**config.mk**
```make
export PLATFORM = sky130hd
export DESIGN_NAME = seg_scan_decoder
export DESIGN_NICKNAME = d
export VERILOG_FILES = /design/src/rtl/seg_pkg.sv /design/src/rtl/seg7_font.sv /design/src/rtl/seg_scan_decoder.sv
export SDC_FILE = /design/constraint.sdc
export NUM_CORES = 1
export LEC_CHECK = 0
export BUFFER_PORTS_ARGS = -buffer_cell sky130_fd_sc_hd__buf_2
export CORE_MARGIN = 3
export CORE_UTILIZATION = 30
export DETAILED_ROUTE_END_ITERATION = 10
export PLACE_DENSITY = 0.58
export SYNTH_ARGS = -nofsm -noshare
export SYNTH_HDL_FRONTEND = slang
export SYNTH_HIERARCHICAL = 1
export SYNTH_SLANG_ARGS = --single-unit
```
**constraint.sdc**
```tcl
create_clock -name clk -period 4.6 [get_ports clk]
set_input_delay 0.46 -clock clk [delete_from_list [all_inputs] [get_ports clk]]
set_output_delay 0.46 -clock clk [all_outputs]
set_load 0.05 [all_outputs]
```
**src/rtl/seg_pkg.sv**
```systemverilog
// ============================================================
// seg_pkg: shared seven-segment constants and font lookup
// Revision: 1.0
// ============================================================
`default_nettype none

package seg_pkg;

    localparam logic [6:0] SEG_BLANK = 7'h7F;

    // Active-low {g,f,e,d,c,b,a}; entry 15 is the leftmost element.
    localparam logic [15:0][6:0] SEG_FONT = {
        7'h0E, 7'h06, 7'h21, 7'h46, 7'h03, 7'h08, 7'h10, 7'h00,
        7'h78, 7'h02, 7'h12, 7'h19, 7'h30, 7'h24, 7'h79, 7'h40
    };

    function automatic logic [6:0] seg_font(input logic [3:0] nibble);
        return SEG_FONT[nibble];
    endfunction

endpackage

`default_nettype wire

```
**src/rtl/seg7_font.sv**
```systemverilog
// ============================================================
// seg7_font: combinational hex nibble to active-low segment decoder
// Revision: 1.0
// ============================================================
`default_nettype none

module seg7_font
    import seg_pkg::*;
(
    input  logic [3:0] nibble,
    output logic [6:0] seg
);

    assign seg = seg_font(nibble);

endmodule

`default_nettype wire

```
**src/rtl/seg_scan_decoder.sv**
```systemverilog
// ============================================================
// seg_scan_decoder: multiplexed common-anode seven-segment scan driver
// with a valid/ready load port and frame-boundary (tear-free) commit.
// Revision: 1.0
// ============================================================
`default_nettype none

module seg_scan_decoder
    import seg_pkg::*;
#(
    parameter int DIGITS   = 8,
    parameter int PRESCALE = 50000
) (
    input  logic                  clk,
    input  logic                  rst_n,
    input  logic                  en,
    input  logic                  load_valid,
    output logic                  load_ready,
    input  logic [4*DIGITS-1:0]   load_data,
    input  logic [DIGITS-1:0]     load_blank,
    output logic [DIGITS-1:0]     an,
    output logic [6:0]            seg
);

    localparam int PCNT_W = $clog2(PRESCALE);
    localparam int IDX_W  = (DIGITS > 1) ? $clog2(DIGITS) : 1;
    localparam logic [PCNT_W-1:0] PCNT_MAX = PCNT_W'(PRESCALE - 1);
    localparam logic [IDX_W-1:0]  IDX_MAX  = IDX_W'(DIGITS - 1);

    logic [PCNT_W-1:0]   pcnt_q, pcnt_d;
    logic [IDX_W-1:0]    idx_q, idx_d;
    logic                pend_q, pend_d;
    logic [4*DIGITS-1:0] pend_data_q, pend_data_d;
    logic [DIGITS-1:0]   pend_blank_q, pend_blank_d;
    logic [4*DIGITS-1:0] disp_data_q, disp_data_d;
    logic [DIGITS-1:0]   disp_blank_q, disp_blank_d;
    logic [DIGITS-1:0]   an_q, an_d;
    logic [6:0]          seg_q, seg_d;

    logic                frame_end;
    logic                commit;
    logic                accept;
    logic [3:0]          nibble;
    logic                blank_sel;
    logic [6:0]          font_seg;

    seg7_font u_font (
        .nibble (nibble),
        .seg    (font_seg)
    );

    always_comb begin
        frame_end = (pcnt_q == PCNT_MAX) && (idx_q == IDX_MAX);
        // Disabled display cannot tear, so a pending value commits at once.
        commit    = pend_q && (!en || frame_end);
        accept    = load_valid && !pend_q;

        pcnt_d = '0;
        idx_d  = '0;
        if (en) begin
            if (pcnt_q == PCNT_MAX) begin
                idx_d = (idx_q == IDX_MAX) ? '0 : idx_q + 1'b1;
            end else begin
                pcnt_d = pcnt_q + 1'b1;
                idx_d  = idx_q;
            end
        end

        pend_d       = pend_q;
        pend_data_d  = pend_data_q;
        pend_blank_d = pend_blank_q;
        disp_data_d  = disp_data_q;
        disp_blank_d = disp_blank_q;
        if (commit) begin
            disp_data_d  = pend_data_q;
            disp_blank_d = pend_blank_q;
            pend_d       = 1'b0;
        end
        if (accept) begin
            pend_data_d  = load_data;
            pend_blank_d = load_blank;
            pend_d       = 1'b1;
        end

        nibble    = '0;
        blank_sel = 1'b1;
        an_d      = '1;
        for (int k = 0; k < DIGITS; k++) begin
            if (idx_q == IDX_W'(k)) begin
                nibble    = disp_data_q[4*k +: 4];
                blank_sel = disp_blank_q[k];
                an_d[k]   = !en;
            end
        end
        seg_d = (!en || blank_sel) ? SEG_BLANK : font_seg;
    end

    always_ff @(posedge clk or negedge rst_n) begin
        if (!rst_n) begin
            pcnt_q       <= '0;
            idx_q        <= '0;
            pend_q       <= 1'b0;
            pend_data_q  <= '0;
            pend_blank_q <= '0;
            disp_data_q  <= '0;
            disp_blank_q <= '1;
            an_q         <= '1;
            seg_q        <= SEG_BLANK;
        end else begin
            pcnt_q       <= pcnt_d;
            idx_q        <= idx_d;
            pend_q       <= pend_d;
            pend_data_q  <= pend_data_d;
            pend_blank_q <= pend_blank_d;
            disp_data_q  <= disp_data_d;
            disp_blank_q <= disp_blank_d;
            an_q         <= an_d;
            seg_q        <= seg_d;
        end
    end

    assign load_ready = !pend_q;
    assign an         = an_q;
    assign seg        = seg_q;

endmodule

`default_nettype wire

```
After elaboration in Yosys (flattened, before gate mapping)
Memory sizes are Yosys's and may differ from the RTL's.
Index checks and enable logic that the tools add are counted.
{"block": "classes", "n_eq_ne": 9, "mux": 33, "order_cmp": 1, "n_addsub": 2, "reduce_logical": 9}
{"cell": "$mux 16", "count": 2}
{"cell": "$mux 4", "count": 8}
{"cell": "$mux 1", "count": 18}
{"cell": "$add 16x1->16 const B", "count": 1}
{"cell": "$eq 16x16->1 const B", "count": 1}
{"cell": "$mux 7", "count": 2}
{"cell": "$eq 3x3->1 const B", "count": 4}
{"cell": "$mux 3", "count": 3}
{"cell": "$eq 3x2->1 const B", "count": 2}
{"cell": "$lt 4x5->1 const B", "count": 1}
{"cell": "$add 3x1->3 const B", "count": 1}
{"cell": "$eq 3x1->1 const B", "count": 1}
{"cell": "$logic_and 1x1->1", "count": 3}
{"cell": "$logic_not 3->1", "count": 1}
{"cell": "$logic_not 1->1", "count": 2}
{"cell": "$logic_or 1x1->1", "count": 2}
{"cell": "$ne 2x1->1 const B", "count": 1}
{"cell": "$reduce_bool 2->1", "count": 1}
{"block": "word_totals", "wordCells": 64, "register_bits": 115, "memories": 1, "input_bits": 44, "mem_bits_ro": 112, "out_inout_bits": 16}
{"name": "(no name shown)", "words": 16, "width": 7, "rd": 1, "rd_ports_with_merged_regs": 0, "wr": 0, "line_no": "seg_pkg.sv:18", "source": "return SEG_FONT[nibble];"}

Depth between registers and ports, before layout
Gate-level depths: netlist of the first run.
{"block": "depth", "word_depth": 12, "ltp_mapped": 14}

By module
Netlist of the first run, hierarchy kept.
{"mod": "seg_scan_decoder", "seq_area_each_um2": 2906.5, "n_inst": 1, "area_per_inst_um2": 5008.6, "cells_per_inst": 386}
{"mod": "seg7_font", "seq_area_each_um2": 0.0, "n_inst": 1, "area_per_inst_um2": 271.5, "cells_per_inst": 35}

Worst setup path after synthesis of the first run
OpenSTA, ideal clock, no wires.
{"block": "synth_path", "path_type": "flip-flop to flip-flop", "start": "register idx_q[2]", "end": "register seg_q[0], in the netlist seg[0]", "path_slack_ns": 1.361, "n_path_buf": 2, "setup_time_ns": 0.101, "stages_incl_launch_ff": 15, "t_arrival_ns": 3.138, "synth_period_minus_slack_ns": 3.239, "cell_sequence": "dfrtp_1 > clkbuf_1 > clkinv_1 > ha_1 > clkbuf_1 > or2_2 > a221oi_1 > o22ai_1 > o21ai_0 > inv_1 > ha_1 > or2b_1 > o211ai_1 > o21ai_1 > o21bai_1"}
{"block": "synth_via", "elab_chain_len": 12, "word_cells_on_any_way": 28, "classes_between": "eq/ne: 7; mux: 18; reduce/logical: 2; memory: 1"}
{"item": "start, declared", "line_no": "seg_scan_decoder.sv:31", "source": "logic [IDX_W-1:0] idx_q, idx_d;"}
{"item": "start signal, assigned", "line_no": "seg_scan_decoder.sv:111", "source": "idx_q <= idx_d;"}
{"item": "$logic_not 3->1", "line_no": "seg_scan_decoder.sv:89", "source": "if (idx_q == IDX_W'(k)) begin"}
{"item": "$mux 4 (7 in a row)", "line_no": "seg_scan_decoder.sv:89"}
{"item": "$mux 4 *", "line_no": "seg_scan_decoder.sv:89"}
{"item": "via nibble[1]", "line_no": "seg_scan_decoder.sv:43", "source": "logic [3:0] nibble;"}
{"item": "$mem_v2 16x7 *"}
{"item": "$mux 7 (implied by the code) *", "line_no": "seg_pkg.sv:18"}
{"item": "via font_seg[0]", "line_no": "seg_scan_decoder.sv:45", "source": "logic [6:0] font_seg;"}
{"item": "$mux 7 *", "line_no": "seg_scan_decoder.sv:95", "source": "seg_d = (!en || blank_sel) ? SEG_BLANK : font_seg;"}
{"item": "via seg_d[0]", "line_no": "seg_scan_decoder.sv:38", "source": "logic [6:0] seg_q, seg_d;"}
{"item": "end signal, assigned", "line_no": "seg_scan_decoder.sv:118", "source": "seg_q <= seg_d;"}
{"item": "end, declared", "line_no": "seg_scan_decoder.sv:38"}
The timed path passes the listed nets; every way through them passes the cells marked *. The select of a mux whose other input is x is not followed.
A chain may end at the register's enable or synchronous reset.

Final worst setup path of the first run
{"block": "layout_path", "start": "register idx_q[2]", "end": "register seg_q[3], in the netlist seg[3]"}
The elaborated chain is that of the path after synthesis.

==> results of run 1 <==
routing by layer:
metal | vias up | global-route usage (%) | share of wire (%)
li1 | 1618 | - | -
met1 | 1661 | 15.4 | 47
met2 | 69 | 18.5 | 46
met3 | 22 | 4.03 | 4.6
met4 | 0 | 5.51 | 2.2
met5 | - | 0 | 0
cells by family after synthesis:
family                   count (synthesis)
AO/OA/AOI/OAI                           52
XOR/XNOR                                13
adder cells (fa/ha/maj)                 14
buffers and inverters                   37
flip-flops                             115
multiplexers                            85
AND/OR/NAND/NOR                        105
sequential cells by signal, indices dropped and copies added, names as in the netlist:
| signal | flops |
|---|---|
| disp_data_q | 32 |
| disp_blank_q | 8 |
| pend_blank_q | 8 |
| pcnt_q | 16 |
| idx_q | 3 |
| an | 8 |
| pend_data_q | 32 |
| seg | 7 |
| pend_q | 1 |
power by group through the flow:
stage	logic, mW	clock network [mW]	registers (mW)
2_1_floorplan	0.510	0	1.49
3_3_place_gp	0.706	0	1.47
3_5_place_dp	0.726	0	1.48
4_1_cts	0.730	1.24	1.46
5_1_grt	0.797	1.29	1.49
6_report	0.720	1.20	1.45
cell usage in the layout, fill, tap and decap left out, types with 13 or more instances in the layout:
cell	Yosys	final
inv_1	13	13
mux2_2	78	78
ha_1	14	14
dfstp_2	23	23
buf_2	1	58
nor2_1	19	19
dfrtp_1	92	92
nand2_1	27	27
clkbuf_16	0	17
area by class of cell:
class,count,share of cell area (%)
Clock buffer,22,7.35
Clock inverter,10,1.35
Inverter,15,0.931
Multi-Input combinational cell,269,34.8
Sequential cell,115,46.0
Tap cell,220,4.36
Timing Repair Buffer,63,5.19
worst paths after layout:
kind | depth (start not counted) | from | to
min in group clk | 2 | load_data[29] | pend_data_q[29]$_DFFE_PN0P_
worst min-delay path | 1 | rst_n | pcnt_q[13]$_DFF_PN0_
worst min register to register | 1 | pend_blank_q[3]$_DFFE_PN0P_ | disp_blank_q[3]$_DFFE_PN1P_
worst max register to register | 12 | idx_q[2]$_DFFE_PN0P_ | seg[3]$_DFF_PN1_
worst max-delay path | 12 | idx_q[2]$_DFFE_PN0P_ | seg[3]$_DFF_PN1_
max in group asynchronous | 2 | rst_n | pend_data_q[2]$_DFFE_PN0P_
worst max-delay path: stages, from the launching register on:
cell and delay, ps:
dfrtp_1 560, clkinv_1 320, ha_1 380, or2_2 340, a221oi_1 250, o22ai_1 130
o21ai_0 500, inv_1 220, ha_1 240, or2_1 220, a21oi_1 140, a31oi_1 50
o21bai_1 150
through the flow:
step / utilization (%) / area (µm²) / cells / hold WS [ps]
CTS: 37.4 / 6310 / 714 / 190
global route: 37.4 / 6310 / 714 / 233
floorplan: - / 5280 / 421 / 164
finish: 37.4 / 6310 / 714 / 156
global placement: 34.2 / 5770 / 682 / 489
detailed placement: 34.2 / 5770 / 682 / 482
==> results.yml, run 1 <==
grt:
  grt_antenna_before_repair: 0
  grt-ovfl-total: 0
  grt_pass1_wl_um: 18400
  grt_max_degree: 72
  grt_pass1_vias: 3640
  gr-usage-all-layers_pct: 12.0
synth:
  syn_inst: 421
  ys.flop_type: "dfrtp_1"
  yosys-top-cells-count: "dfrtp_1 (92), mux2_2 (78), nand2_1 (27)"
  synth_mux_area_share_pct: 18.0
  synth_top_family_by_area: "multiplexers"
  yosysMostFrequentCell: "dfrtp_1"
  syn_avg_cell_area_um2: 12.5
  synthAdderAreaFrac_pct: 3.32
  synth_largest_area_cell: "dfrtp_1"
  syn_area_mm2: 0.00528
  synth_compound_area_share_pct: 7.04
  synth_nets: 479
  synthSimpleGateAreaFrac_pct: 10.9
  synth.distinct_cells: 54
  async_flop_share_pct: 100
  synth_edf_count: 0
  synthXorXnorAreaFrac_pct: 2.16
  seq_area_frac_synth_pct: 55.0
  synthTopCellsByArea: "dfrtp_1 (44%), mux2_2 (17%), dfstp_2 (11%), ha_1 (3.3%), nand2_1 (1.9%)"
  yosys.area.top_type_share_pct: 43.6
  ys_seq_elements: 115
  yosys_warnings: 6
worst_setup_path:
  required_ps: 4910
  r2r_setup_slack_ps: 980
  worstSetupStartpointType: "flip-flop"
  critical_path_class: "flip-flop to flip-flop"
  crit_arrival_ps: 3930
  endpoint_kind: "flip-flop"
  crit_path_max_fanout: 12
cts:
  cts_buffers: 17
  post-cts-setup-buffers: 0
  cts-hold-fix-buffers: 0
  clk_pin_slew_ps: 50
  post_cts_resize_count: 0
  max-clock-path-buffers: 2
  clkLatencyLatePin_ps: 410
  cts_tree: "built"
  clock-sinks: 115
  htree_num_levels: 4
  root_buffer: "clkbuf_16"
timing:
  fin_skew_ps: 8.19
  slew_headroom_pct: 20.8
  finalHoldViolCount: 0
  timing.final.crit_share_pct: 78.7
  rsz0062_at_grt: "no"
  worstMarginPinSlew_ps: 1190
  final.min_clock_period_ps: 3620
  layout_setup_ws_ps: 978
  setup_viol: 0
  slew_violations: 0
  setup-tns-final_ps: 0
  fmax_mhz: 276
layout:
  final_nets: 539
  fill_cells: 1650
  ff_latch_area_mm2: 0.00291
  syn2layout_area_growth_pct: 19.6
  multi_input_area_mm2: 0.00220
  drive_gt1_share_pct: 41.7
  n_antenna_cell: 0
pwr:
  power_density_mw_per_mm2: 535
  vdd_drop_max_uv: 283
  swShare_pct: 28.1
  pwr-share-seq_pct: 43.0
  power_frac_comb_pct: 21.3
  p_leak_nw: 2.63
  power.net_switching_mw: 0.949
  power_frac_clock_pct: 35.6
  finalPower_mw: 3.38
  p_int_mw: 2.43
route:
  vias: 3370
  drtIter0Drc: 192
  firstDrtPassIters: 4
  drcViolationCount: 0
  wl_per_cell_um: 14.9
  drt-total-wl_um: 10700
  via_per_inst: 4.72
  ant_nets: 0
floorplan:
  core_region_area_mm2: 0.0169
  start_util_pct: 31.3
  rows: 47
  ios: 60
  die_h_um: 139
  die_w_um: 139
  die_area_mm2: 0.0192
min_path:
  min_path_type: "input pin to async pin"
run:
  maxCapViolations: 0
placement:
  place.gp.congestion: 0.804
  dp_slack_ps: 1000
  place_hpwl_um: 7570
  portBuffers: 59
status:
  status: "finished clean"
(Power assumes the default switching activity.)
==> run 2, diff against run 1 <==
Clock period 4.6 ns to 3.5 ns, I/O delays scaled along.
==> results.yml, run 2 (synthesis results as in run 1) <==
status:
  status: "finished clean"
cts:
  clk_pin_slew_ps: 50
  clkLatencyLatePin_ps: 410
  post-cts-setup-buffers: 0
  max-clock-path-buffers: 2
  htree_num_levels: 4
  cts_buffers: 17
  root_buffer: "clkbuf_16"
  cts_tree: "built"
  clock-sinks: 115
floorplan:
  die_h_um: 139
  ios: 60
  core_region_area_mm2: 0.0169
  die_area_mm2: 0.0192
  start_util_pct: 31.3
  rows: 47
  die_w_um: 139
grt:
  gr-usage-all-layers_pct: 12.0
  grt_antenna_before_repair: 0
  grt_pass1_vias: 3561
  grt_pass1_wl_um: 18600
  grt-ovfl-total: 0
  grt_max_degree: 65
pwr:
  power_density_mw_per_mm2: 732
  finalPower_mw: 4.73
  p_leak_nw: 2.71
  vdd_drop_max_uv: 360
route:
  firstDrtPassIters: 5
  drtIter0Drc: 151
  drt-total-wl_um: 10900
  ant_nets: 0
  vias: 3397
  wl_per_cell_um: 15.2
  drcViolationCount: 0
  via_per_inst: 4.72
timing:
  fin_skew_ps: 7.30
  final.min_clock_period_ps: 2970
  worstMarginPinSlew_ps: 1180
  timing.final.crit_share_pct: 84.9
  fmax_mhz: 336
  setup_viol: 0
  finalHoldViolCount: 0
  slew_violations: 0
  slew_headroom_pct: 21.1
  rsz0062_at_grt: "no"
  setup-tns-final_ps: 0
layout:
  drive_gt1_share_pct: 42.3
  top_regs: "disp_data_q (32), pend_data_q (32), pcnt_q (16)"
  syn2layout_area_growth_pct: 22.3
  layout_common_cells: "dfrtp_1 (92), mux2_2 (78), buf_2 (58), nand2_1 (27), dfstp_2 (23)"
  final_nets: 544
  final_common_cell: "dfrtp_1"
  n_antenna_cell: 0
  fin_area_mm2: 0.00646
worst_setup_path:
  crit_path_max_fanout: 23
  critical_path_class: "flip-flop to flip-flop"
  r2r_setup_slack_ps: 530
  worstSetupEndpoint: "seg[3]$_DFF_PN1_"
  timing.rr.end: "seg[3]$_DFF_PN1_"
  cp-startpoint: "idx_q[1]$_DFFE_PN0P_"
  ff2ff_path_depth: 11
  endpoint_kind: "flip-flop"
  r2r_start: "idx_q[1]$_DFFE_PN0P_"
  worstSetupStartpointType: "flip-flop"
  required_ps: 3840
  crit_arrival_ps: 3310
min_path:
  min_path_type: "input pin to flip-flop"
placement:
  place.gp.congestion: 0.847
  place_hpwl_um: 7650
  portBuffers: 59
  place_area_mm2: 0.00581
run:
  maxCapViolations: 0
==> run 2: cell types whose count changed in the layout (fill, tap and decap cells not counted), sizes merged <==
cell / before / now
buf: 63 / 67
bufinv: 1 / 4
clkinv: 6 / 4
clkinvlp: 4 / 2
clkbuf: 22 / 23
dlygate4sd3: 0 / 1
==> run 2: cell type report <==
| type | count | area [µm²] |
|---|---|---|
| timing repair buffer | 68 | 380 |
| fill | 1633 | 10400 |
| multi-input combinational | 269 | 2200 |
| sequential | 115 | 2910 |
| clock inverter | 9 | 150 |
| inverter | 15 | 58.8 |
| clock buffer | 23 | 488 |
| tap | 220 | 275 |
==> run 2: power by group <==
group	switching, mW	leakage (nW)	total (mW)	internal [mW]
Clock	0.585	0.309	1.85	1.26
Sequential	0.200	1.36	1.92	1.72
Combinational	0.479	1.04	0.963	0.484
==> run 2: routing by layer <==
metal  up-vias  part of all wire [%]  GRT usage, %  wire (µm)
li1       1630                     -             -          -
met1      1686                    47          16.0       5130
met2        66                    47          18.3       5110
met3        15                   4.5          4.10        486
met4         0                   1.8          4.33        193
met5         -                     0             0          0
==> run 2: worst min-delay path by stage <==
stage | from | end | slack, ps | cells after the start
2_1_floorplan | rst_n | disp_data_q[0]$_DFFE_PN0P_ | 50 | 0
3_3_place_gp | rst_n | pcnt_q[8]$_DFF_PN0_ | 420 | 1
3_5_place_dp | rst_n | pcnt_q[8]$_DFF_PN0_ | 430 | 1
4_1_cts | load_data[5] | pend_data_q[5]$_DFFE_PN0P_ | 150 | 2
5_1_grt | load_data[29] | pend_data_q[29]$_DFFE_PN0P_ | 160 | 2
6_report | load_data[27] | pend_data_q[27]$_DFFE_PN0P_ | 170 | 2
==> run 2: stage by stage <==
stage	utilization (%)	hold WS [ps]	setup WS (ps)	instances
5_1_grt	38.3	155	147	719
3_3_place_gp	34.4	425	698	686
6_report	38.3	166	528	719
2_1_floorplan	-	54.4	261	421
4_1_cts	38.3	151	535	719
3_5_place_dp	34.4	433	554	686
==> run 2: timing repair <==
item,CTS,global route
hold buffers,1,0
hold endpoints to repair,6,0
resized for setup,0,0
==> run 2: critical path, stage by stage, from the launching register on <==
cell and delay (ps):
dfrtp_1 410, inv_1 90, ha_1 600, a21oi_1 160, a221oi_1 320, o22ai_1 130, o21ai_0 460, buf_4 280
or2_1 130, a21oi_1 60, a31oi_1 130, o21bai_1 130
